<file path="config.mk">
export PLATFORM = sky130hd
export DESIGN_NAME = aurora_bist_sequencer
export DESIGN_NICKNAME = d
export VERILOG_FILES = /design/src/rtl/aurora_bist_sequencer.sv
export SDC_FILE = /design/constraint.sdc
export NUM_CORES = 1
export LEC_CHECK = 0
export CORE_UTILIZATION = 39
export DETAILED_ROUTE_END_ITERATION = 8
export PLACE_DENSITY = 0.75
export SYNTH_ARGS = -nofsm -noshare
export SYNTH_HDL_FRONTEND = slang
export SYNTH_SLANG_ARGS = --single-unit
</file>
<file path="constraint.sdc">
create_clock -name clk -period 2.4 [get_ports clk]
set_clock_uncertainty 0.15 [all_clocks]
set_input_delay 0.36 -clock clk [delete_from_list [all_inputs] [get_ports clk]]
set_output_delay 0.36 -clock clk [all_outputs]
set_load 0.05 [all_outputs]
</file>
<file path="src/rtl/aurora_bist_sequencer.sv">
// Sequences one PRBS BIST run on the Aurora link MAC: arm, lock, run, evaluate, drain, report.
// All MAC-facing controls and status outputs are registered from the next-state decode.
module aurora_bist_sequencer #(
  parameter int unsigned LOCK_TIMEOUT = 4096,
  parameter int unsigned RUN_CYCLES   = 512,
  parameter int unsigned DRAIN_CYCLES = 256,
  parameter int unsigned MIN_SAMPS    = 256,
  parameter int unsigned CNT_W        = 48
) (
  input  logic             clk,
  input  logic             rst_n,
  input  logic             start,
  input  logic             abort,
  input  logic [5:0]       rate,
  input  logic             remote_loop,
  input  logic             channel_up,
  input  logic             bist_locked,
  input  logic [CNT_W-1:0] bist_samps,
  input  logic [CNT_W-1:0] bist_errors,
  output logic             bist_gen_en,
  output logic             bist_checker_en,
  output logic [5:0]       bist_gen_rate,
  output logic             bist_loopback_en,
  output logic             busy,
  output logic             done,
  output logic [2:0]       result,
  output logic [CNT_W-1:0] samps_latched,
  output logic [CNT_W-1:0] errors_latched,
  output logic [15:0]      run_count
);

  localparam int unsigned MAX_RL  = (LOCK_TIMEOUT > RUN_CYCLES) ? LOCK_TIMEOUT : RUN_CYCLES;
  localparam int unsigned MAX_CYC = (MAX_RL > DRAIN_CYCLES) ? MAX_RL : DRAIN_CYCLES;
  localparam int unsigned TMR_W   = $clog2(MAX_CYC) + 1;

  localparam logic [2:0] RES_PASS      = 3'd0;
  localparam logic [2:0] RES_LOCK_TO   = 3'd1;
  localparam logic [2:0] RES_LOW_SAMPS = 3'd2;
  localparam logic [2:0] RES_BIT_ERR   = 3'd3;
  localparam logic [2:0] RES_LINK_DOWN = 3'd4;
  localparam logic [2:0] RES_ABORTED   = 3'd5;

  typedef enum logic [2:0] {
    S_IDLE, S_ARM, S_WAIT_LOCK, S_RUN, S_EVAL, S_DRAIN, S_FINISH
  } state_t;

  state_t             state_q, state_d;
  logic [TMR_W-1:0]   tmr_q, tmr_d;
  logic [2:0]         result_d;
  logic [5:0]         rate_d;
  logic               loop_d;
  logic [CNT_W-1:0]   samps_d, errors_d;
  logic [15:0]        run_count_d;

  // Next-state, result and capture logic
  always_comb begin
    state_d     = state_q;
    tmr_d       = tmr_q + TMR_W'(1);
    result_d    = result;
    rate_d      = bist_gen_rate;
    loop_d      = bist_loopback_en;
    samps_d     = samps_latched;
    errors_d    = errors_latched;
    run_count_d = run_count;

    case (state_q)
      S_IDLE: begin
        if (start) begin
          if (channel_up) begin
            state_d  = S_ARM;
            rate_d   = rate;
            loop_d   = remote_loop;
            result_d = RES_PASS;
          end else begin
            state_d  = S_FINISH;
            result_d = RES_LINK_DOWN;
          end
        end
      end
      S_ARM: state_d = S_WAIT_LOCK;
      S_WAIT_LOCK: begin
        if (bist_locked) begin
          state_d = S_RUN;
        end else if (tmr_q == TMR_W'(LOCK_TIMEOUT - 1)) begin
          state_d  = S_DRAIN;
          result_d = RES_LOCK_TO;
        end
      end
      S_RUN: begin
        if (tmr_q == TMR_W'(RUN_CYCLES - 1)) state_d = S_EVAL;
      end
      S_EVAL: begin
        samps_d  = bist_samps;
        errors_d = bist_errors;
        if (bist_errors != '0)                      result_d = RES_BIT_ERR;
        else if (bist_samps <= CNT_W'(MIN_SAMPS))   result_d = RES_LOW_SAMPS;
        else                                        result_d = RES_PASS;
        state_d = S_DRAIN;
      end
      S_DRAIN: begin
        if (tmr_q == TMR_W'(DRAIN_CYCLES - 1)) state_d = S_FINISH;
      end
      S_FINISH: state_d = S_IDLE;
      default:  state_d = S_IDLE;
    endcase

    // Link loss beats abort; an abort during drain leaves the latched result alone
    if (state_q inside {S_ARM, S_WAIT_LOCK, S_RUN, S_EVAL, S_DRAIN}) begin
      if (!channel_up) begin
        state_d  = S_FINISH;
        result_d = RES_LINK_DOWN;
        samps_d  = samps_latched;
        errors_d = errors_latched;
      end else if (abort && state_q != S_DRAIN) begin
        state_d  = S_DRAIN;
        result_d = RES_ABORTED;
        samps_d  = samps_latched;
        errors_d = errors_latched;
      end
    end

    if (state_d != state_q || state_q == S_IDLE) tmr_d = '0;
    if (state_d == S_FINISH || state_d == S_IDLE) loop_d = 1'b0;
    if (state_d == S_FINISH && run_count != 16'hFFFF) run_count_d = run_count + 16'd1;
  end

  // State and output registers
  always_ff @(posedge clk) begin
    if (!rst_n) begin
      state_q          <= S_IDLE;
      tmr_q            <= '0;
      bist_gen_en      <= 1'b0;
      bist_checker_en  <= 1'b0;
      bist_gen_rate    <= '0;
      bist_loopback_en <= 1'b0;
      busy             <= 1'b0;
      done             <= 1'b0;
      result           <= '0;
      samps_latched    <= '0;
      errors_latched   <= '0;
      run_count        <= '0;
    end else begin
      state_q          <= state_d;
      tmr_q            <= tmr_d;
      bist_gen_en      <= (state_d inside {S_WAIT_LOCK, S_RUN, S_EVAL});
      bist_checker_en  <= (state_d inside {S_WAIT_LOCK, S_RUN, S_EVAL, S_DRAIN});
      bist_gen_rate    <= rate_d;
      bist_loopback_en <= loop_d;
      busy             <= (state_d != S_IDLE);
      done             <= (state_d == S_FINISH);
      result           <= result_d;
      samps_latched    <= samps_d;
      errors_latched   <= errors_d;
      run_count        <= run_count_d;
    end
  end

endmodule

</file>
==> results of run 1 <==
## worst min-delay path by stage
stage	start	end	slack, ns	cells after the start
2_1_floorplan	tmr_q[0]$_SDFF_PP0_	tmr_q[0]$_SDFF_PP0_	0.31	1
3_3_place_gp	result[2]$_SDFF_PN0_	result[2]$_SDFF_PN0_	0.29	2
3_5_place_dp	errors_latched[20]$_SDFFE_PN0P_	errors_latched[20]$_SDFFE_PN0P_	0.30	2
4_1_cts	errors_latched[38]$_SDFFE_PN0P_	errors_latched[38]$_SDFFE_PN0P_	0.30	2
5_1_grt	errors_latched[12]$_SDFFE_PN0P_	errors_latched[12]$_SDFFE_PN0P_	0.32	2
6_report	samps_latched[23]$_SDFFE_PN0P_	samps_latched[23]$_SDFFE_PN0P_	0.30	2
## critical path, stage by stage (launching register included)
cell      delay, ns
dfxtp_1        0.36
ha_1           0.19
and4_1         0.28
nand4_1        0.18
a32oi_4        0.29
o211ai_4       0.21
or3_1          0.39
a21oi_1        0.15
## logic make-up after synthesis
logic type | Yosys count
simple gates | 342
xor+xnor | 12
buf+inv | 57
flops | 142
mux | 10
fa+ha+maj | 2
compound gates | 165
## registers in the layout (all words and copies together) (netlist names)
register          flops
busy                  1
run_count            16
bist_gen_rate         6
done                  1
result                3
bist_loopback_en      1
state_q               3
errors_latched       48
samps_latched        48
tmr_q                13
bist_checker_en       1
bist_gen_en           1
## repair_timing
action	CTS	global route
pin swaps	1	1
resized for setup	0	5
gates cloned	1	0
setup endpoints to repair	2	18
buffers inserted	0	1
## per-layer routing
layer  wire length (um)  up-vias  share of wire (%)  global-route usage, %
met1               7930     2837                 43                   29.6
met4                428        0                2.3                   8.58
met2               8580      208                 47                   38.3
li1                   -     3019                  -                      -
met3               1340       32                7.3                   7.00
met5                  0        -                  0                      0
## placed cells by master (no fill, tap or decap), types with 3 or more instances in the layout
master           netlist  routed
a21oi_1              117     117
a31oi_1                3       3
and2_1                 5       4
and3_1                10       9
and4_1                 6       6
buf_12                 0       9
buf_4                  0      36
clkbuf_1              32       3
clkbuf_16              0      17
clkbuf_8               0       3
clkdlybuf4s50_1        0     234
clkinv_2               0       4
dfxtp_1              142     141
inv_1                  4       4
mux2i_1               10       9
nand2_1              212     211
nand3_1               13      13
nand4_1               11      11
nor2_1                23      23
nor2b_1                4       4
nor3_1                11      11
nor4_1                23      23
o21ai_0               15      15
o21ai_1                4       4
or3_1                 15      15
xnor2_1                6       6
xor2_1                 6       6
## cell type report
cell class                      instances  area, um2  area share, %
Clock buffer                           23        478           5.17
Clock inverter                          7       87.6          0.948
Inverter                                6       25.0          0.271
Multi-Input combinational cell        532       2790           30.1
Sequential cell                       142       2840           30.8
Tap cell                              184        230           2.49
Timing Repair Buffer                  279       2790           30.2
## stage by stage
step                setup WS (ns)  area [um2]  cells  util [%]  TNS (ns)
floorplan                  0.0247        5830    730         -         0
global placement           -0.158        8640   1141      59.2     -2.33
detailed placement         -0.193        8640   1141      59.2     -2.81
CTS                        0.0222        9220   1172      63.2         0
global route             -0.00158        9240   1173      63.4  -0.00158
finish                      0.133        9240   1173      63.4         0
## report_power, final
part           internal (W)  total (W)  switching (W)
Combinational       0.00115    0.00282        0.00167
Clock               0.00159    0.00255       0.000953
Sequential          0.00255    0.00268       0.000121
==> results.txt, run 1 <==
- The repair_antennas step left the layout with diodes totalling 0.
- Hold is met by 0.301 ns.
- Power spread over the standard cell area amounts to 870 nW/um2.
* Final critical path time including I/O delays and setup: 2.27 ns
* Setup Viol. Count Final: 0
* Routed via count: 6,096
* Fill cells: 1,241
* Final Routed Wirelength: 18.3 mm
- The Yosys step of the flow raised 0 warnings.
- Clock tree from TritonCTS: done
- After synthesis, the netlist uses 53 different library cells.
* Sinks on the clock net: 142
- The total area inside the core boundary comes to 14,600 um2.
- Summed over all instances, the cell type with the most area after synthesis is dfxtp_1.
- STA puts the critical path data required time at 2.59 ns.
- Number of standard cells after synthesis: 730
- Final Hold Vio Count: 0
- Largest cells by area after synthesis: dfxtp_1 (49%), nand2_1 (14%), a21oi_1 (10%)
- Data on the critical path arrives at its endpoint at 2.45 ns.
* Min-delay worst type: flip-flop to flip-flop
- Largest fanout on the critical path: 15
- The most used flip-flop cell after synthesis is dfxtp_1.
- Critical path endpoint: run_count[9]$_SDFFE_PN0P_
- Once detail routing completed, the nets flagged for antenna violations numbered 0.
* Max Clk Rate: 441 MHz
- Largest voltage drop on the vdd net: 518 uV
- Number of design rule violations left after detail routing: 0
- WL/cell: 15.6 um
* Share of post-route cells with drive strength above 1: 8.80%
- Die boundary width: 124 um
- At the pin with the least slew margin, the transition time is 0.553 ns.
* Worst reg2reg endpoint: run_count[9]$_SDFFE_PN0P_
- Counting every net in the synthesized netlist gives 841.
- Count of buffers from port buffering: 234
- Number of pins with negative max-slew slack in the final report: 0
- The final layout contains 1,089 nets.
* Number of synthesized register bits: 142
- Max-cap violations in this run came to 0.
- Launch point of the critical path: tmr_q[1]$_SDFF_PP0_
* Number of enable flip-flop cells after synthesis: 0
- The die covers 15,400 um2.
* Clock insertion delay at the later pin of the skew report: 0.41 ns
- The worst register-to-register path begins at tmr_q[1]$_SDFF_PP0_.
* Combinational family with the most area after synthesis: simple AND/OR/NAND/NOR gates
- H-tree depth: 4
* Number of hold buffers added after CTS: 0
- Top Ports: 235
- Maximum number of pins on one net before global-route repair: 60
- Synth Area in Simple Gates: 26.8%
* Portion of the clock cycle consumed by the worst path in the final layout: 94.5%
- STA classifies the critical path startpoint as a flip-flop.
- Via count of the first global-routing pass: 5,791
- For this run, asynchronously set or reset flops after synthesis account for 0%.
- Summed over all layers, the global routing overflow is 0.
* Register-to-register setup slack: 0.13 ns
- DR pass1 iterations: 6
- Summed over all nets, the half-perimeter wirelength after detailed placement is 13.0 mm.
* Starting density of the core: 40.0%
- Among all cell types in the netlist, the one instantiated most often is nand2_1.
- Outcome: complete, no violations
- Counting cells, the worst reg-to-reg path comes to 7.
* Post-synthesis instance area: 5830 um2
* First DRT Iteration DRCs: 491
- Final Power: 0.00804 W
* Initial antenna violation count: 0
* Global-route wire length before repair: 29.5 mm
- Global routing used 23.6% of the available tracks across all layers.
- Of the total synthesized cell area, the portion taken by XOR and XNOR cells is 1.80%.
- Number of rows created at floorplan: 44
- Placer's final routability congestion estimate: 0.939
- After synthesis, flip-flops and latches occupy 48.7% of the total area.
- Of the post-synthesis cell area, the dominant cell type holds 48.7%.
* Worst Setup End Kind: flip-flop
- Setup CP Type: flip-flop to flip-flop
- In this run the deepest clock path goes through 2 buffers.
* Clock-pin slew reported for the worst setup and hold paths after clock tree synthesis: 0.06 ns
- Dividing the detail-routed via count by the number of cells gives 5.20.
* Compound-Gate Fraction of Synth Area: 16.3%
- Adder and majority gate portion of the synthesized area: 0.429%
- Relative to the synthesized area, the layout overhead comes to 58.5%.
* Clk root buf: clkbuf_16
* Post-synthesis mux area share: 1.72%
- Max-slew headroom: 63.0%
- Number of buffers inserted during clock tree synthesis: 17
- In this run the mean area of a mapped cell was 7.99 um2.
- By count the netlist is led by nand2_1 (212), dfxtp_1 (142), a21oi_1 (117), clkbuf_1 (32).
- Vert. Die Dim: 124 um
* Static power due to leakage: 3.18 nW
Power figures use the tool's default switching activity.
==> run 2: changes to the inputs <==
GPL_TIMING_DRIVEN = 0   (was unset)
SLEW_MARGIN = 25   (was unset)
==> run 2 against run 1 <==
Against the previous run:
- sequential share of layout area increased by 0.74 points
- register-to-register slack got worse by 0.03 ns
- critical path depth increased by 1
- maximum frequency decreased by 1.4%
- global-route usage increased by 0.51 points
==> results.txt, run 2 (synthesis results as in run 1) <==
* Overall routing resource usage: 24.1% (+0.51 points)
* Worst Setup End Kind: flip-flop
- Signed area change from the synthesized netlist to the final layout: 54.8%
- The internal power of the cells came to 0.00502 W (-5.3%).
- The floorplan die area was 15,400 um2 (unchanged).
* Die boundary width: 124 um (unchanged)
- Share of post-route cells with drive strength above 1: 6.94% (-1.9 points)
- The setup slack of the critical path after layout came to 0.101 ns (-0.0314 ns).
- The total length of routed met2 wires came to 8.55 mm (-0.36%).
- The standby leakage power was 3.04 nW (-4.5%).
- Register-to-register setup slack: 0.10 ns (-0.03 ns)
- Clock tree from TritonCTS: done
- Initial antenna violation count: 0 (unchanged)
* Via count of the first global-routing pass: 5,744 (-0.81%)
- The total of buffers placed on input and output ports was 233 (-0.43%).
- Clock Power Share: 32.3% (+0.6 points)
- Startpoint types: flip-flop
- Fill cells: 1,305 (+5.2%)
- The final HPWL from detailed placement came to 13.9 mm (+6.7%).
- Required time worst endpoint: 2.60 ns (about the same)
- The per-cell routed wire length is 15.6 um (about the same).
- Met3 wirelength from detailed routing: 1.54 mm (+16%)
- Final global-route overflow total: 0 (unchanged)
* Switching component of the power: 0.00270 W (-1.8%)
- Post-route antenna net violation count: 0 (unchanged)
- Ratio of total power to cell area: 854 nW/um2 (-1.8%)
* First DRT Iteration DRCs: 391 (-20%)
* Top metal layer carrying routed signals: met4
- Number of placed instances with taps included: 1,147 (+0.53%)
- The count of maximum capacitance violations came to 0 (unchanged).
* Portion of the clock cycle consumed by the worst path in the final layout: 95.8% (+1.3 points)
- Vert. Die Dim: 124 um (unchanged)
* Clock-pin slew reported for the worst setup and hold paths after clock tree synthesis: 0.06 ns (about the same)
* Number of buffers inserted during clock tree synthesis: 17 (unchanged)
- The pin count of the biggest net entering global routing is 17 (-72%).
- The effective utilization at floorplan was 40.0% (unchanged).
- Sequential cell fraction of total power: 34.7% (+1.4 points)
* Worst endpoint data arrival time: 2.50 ns (+0.05 ns)
* Number of hold buffers added after CTS: 0 (unchanged)
- Sinks on the clock net: 142 (unchanged)
- Largest voltage drop on the vdd net: 444 uV (-14%)
* Clk root buf: clkbuf_16
- The share of total power in combinational logic is 33.0% (-2.1 points).
- Min-delay worst type: flip-flop to flip-flop
* Setup Viol. Count Final: 0 (unchanged)
- The run finished with clean final reports.
- H-tree depth: 4 (unchanged)
- Final Hold Vio Count: 0 (unchanged)
- Top Ports: 235 (unchanged)
- Most common library cell in the layout ignoring fill and taps: clkdlybuf4s50_1
- The maximum fanout count along the critical path was 10 (-5).
- Number of design rule violations left after detail routing: 0 (unchanged)
* Final critical path time including I/O delays and setup: 2.30 ns (+0.0314 ns)
* Placer's final routability congestion estimate: 0.887 (-5.5%)
- DR pass1 iterations: 4 (-2)
* Sw Share: 35.0% (+0.82 points)
* Diodes inserted: 0 (unchanged)
* Worst slack at placement: -0.471 ns (-0.278 ns)
* Number of pins with negative max-slew slack in the final report: 0 (unchanged)
- Final Routed Wirelength: 18.4 mm (+0.48%)
- The routed metal-1 wire length is 7.93 mm (about the same).
- Ratio of routed vias to standard cells: 5.09 (-2.1%)
- Max-slew headroom: 55.5% (-7.5 points)
- Post-layout nets: 1,092 (+0.28%)
- Number of buffers on the longest clock path: 2 (unchanged)
- The number of rows in the core area is 44 (unchanged).
- Setup CP Type: flip-flop to flip-flop
- Clock insertion delay at the later pin of the skew report: 0.42 ns (about the same)
- Final instance count without filler cells: 1,178 (+0.43%)
* Most frequent cells in the layout: clkdlybuf4s50_1 (233), nand2_1 (211), dfxtp_1 (140)
- The detailed-route via count is 5,991 (-1.7%).
- Total Negative Setup Slacks: 0 ns (unchanged)
* Regs by FF count: errors_latched: 48 flops, samps_latched: 48 flops, run_count: 16 flops
* Transition time of the tightest slew-check pin: 0.668 ns (+0.115 ns)
- The maximum clock rate came to 435 MHz (-1.4%).
* Global-route wire length before repair: 29.8 mm (+0.98%)
- The standard cell core area came to 14,600 um2 (unchanged).
run 2: worst paths after layout:
check        cells after the start                             from                              end
min reg2reg                      2  errors_latched[34]$_SDFFE_PN0P_  errors_latched[34]$_SDFFE_PN0P_
min                              2  errors_latched[34]$_SDFFE_PN0P_  errors_latched[34]$_SDFFE_PN0P_
max                              8            state_q[1]$_SDFF_PN0_        run_count[8]$_SDFFE_PN0P_
max reg2reg                      8            state_q[1]$_SDFF_PN0_        run_count[8]$_SDFFE_PN0P_
run 2: metal layers:
metal | global-route usage, % | vias up
met5 | 0 | -
met4 | 8.93 | 0
met3 | 8.03 | 23
met2 | 39.4 | 221
met1 | 29.4 | 2727
li1 | - | 3020
run 2: through the flow:
step / instance area, um2 / hold WS, ns / utilization (%) / power, W
after floorplan: 5830 / 0.306 / - / 0.00433
final: 9030 / 0.302 / 61.9 / 0.00771
after CTS: 8990 / 0.303 / 61.6 / 0.00772
after detailed placement: 8390 / 0.296 / 57.5 / 0.00517
after global placement: 8390 / 0.291 / 57.5 / 0.00516
after global routing: 9030 / 0.317 / 61.9 / 0.00809
run 2: layout make-up:
type,instances,area (um2),area share (%)
multi-input combinational,531,2780,30.8
tap,184,230,2.55
buffer,48,240,2.66
sequential,142,2850,31.5
clock buffer,22,474,5.25
timing repair buffer,235,2350,26.0
inverter,6,22.5,0.249
clock inverter,10,87.6,0.970
run 2: critical path, stage by stage, from the launching register on:
cell and delay [ns]:
dfxtp_1 0.32, clkbuf_4 0.19, nor3_1 0.10, a211o_1 0.35, a32oi_4 0.34, o211ai_4 0.13, buf_6 0.16, or3_1 0.34
a21oi_1 0.14
run 2: repair_timing:
item | 4_1_cts | 5_1_grt
buffers inserted | 1 | 1
pin swaps | 1 | 1
gates resized for setup | 12 | 17
setup endpoints to repair | 65 | 110
hold endpoints to repair | 0 | 0
run 2: power groups by stage:
| stage | Sequential [W] | Combinational, W | Clock, W |
|---|---|---|---|
| after global placement | 0.00271 | 0.00245 | 0 |
| after CTS | 0.00267 | 0.00250 | 0.00254 |
| after floorplan | 0.00327 | 0.00106 | 0 |
| final | 0.00268 | 0.00254 | 0.00249 |
| after global routing | 0.00270 | 0.00273 | 0.00266 |
| after detailed placement | 0.00272 | 0.00245 | 0 |
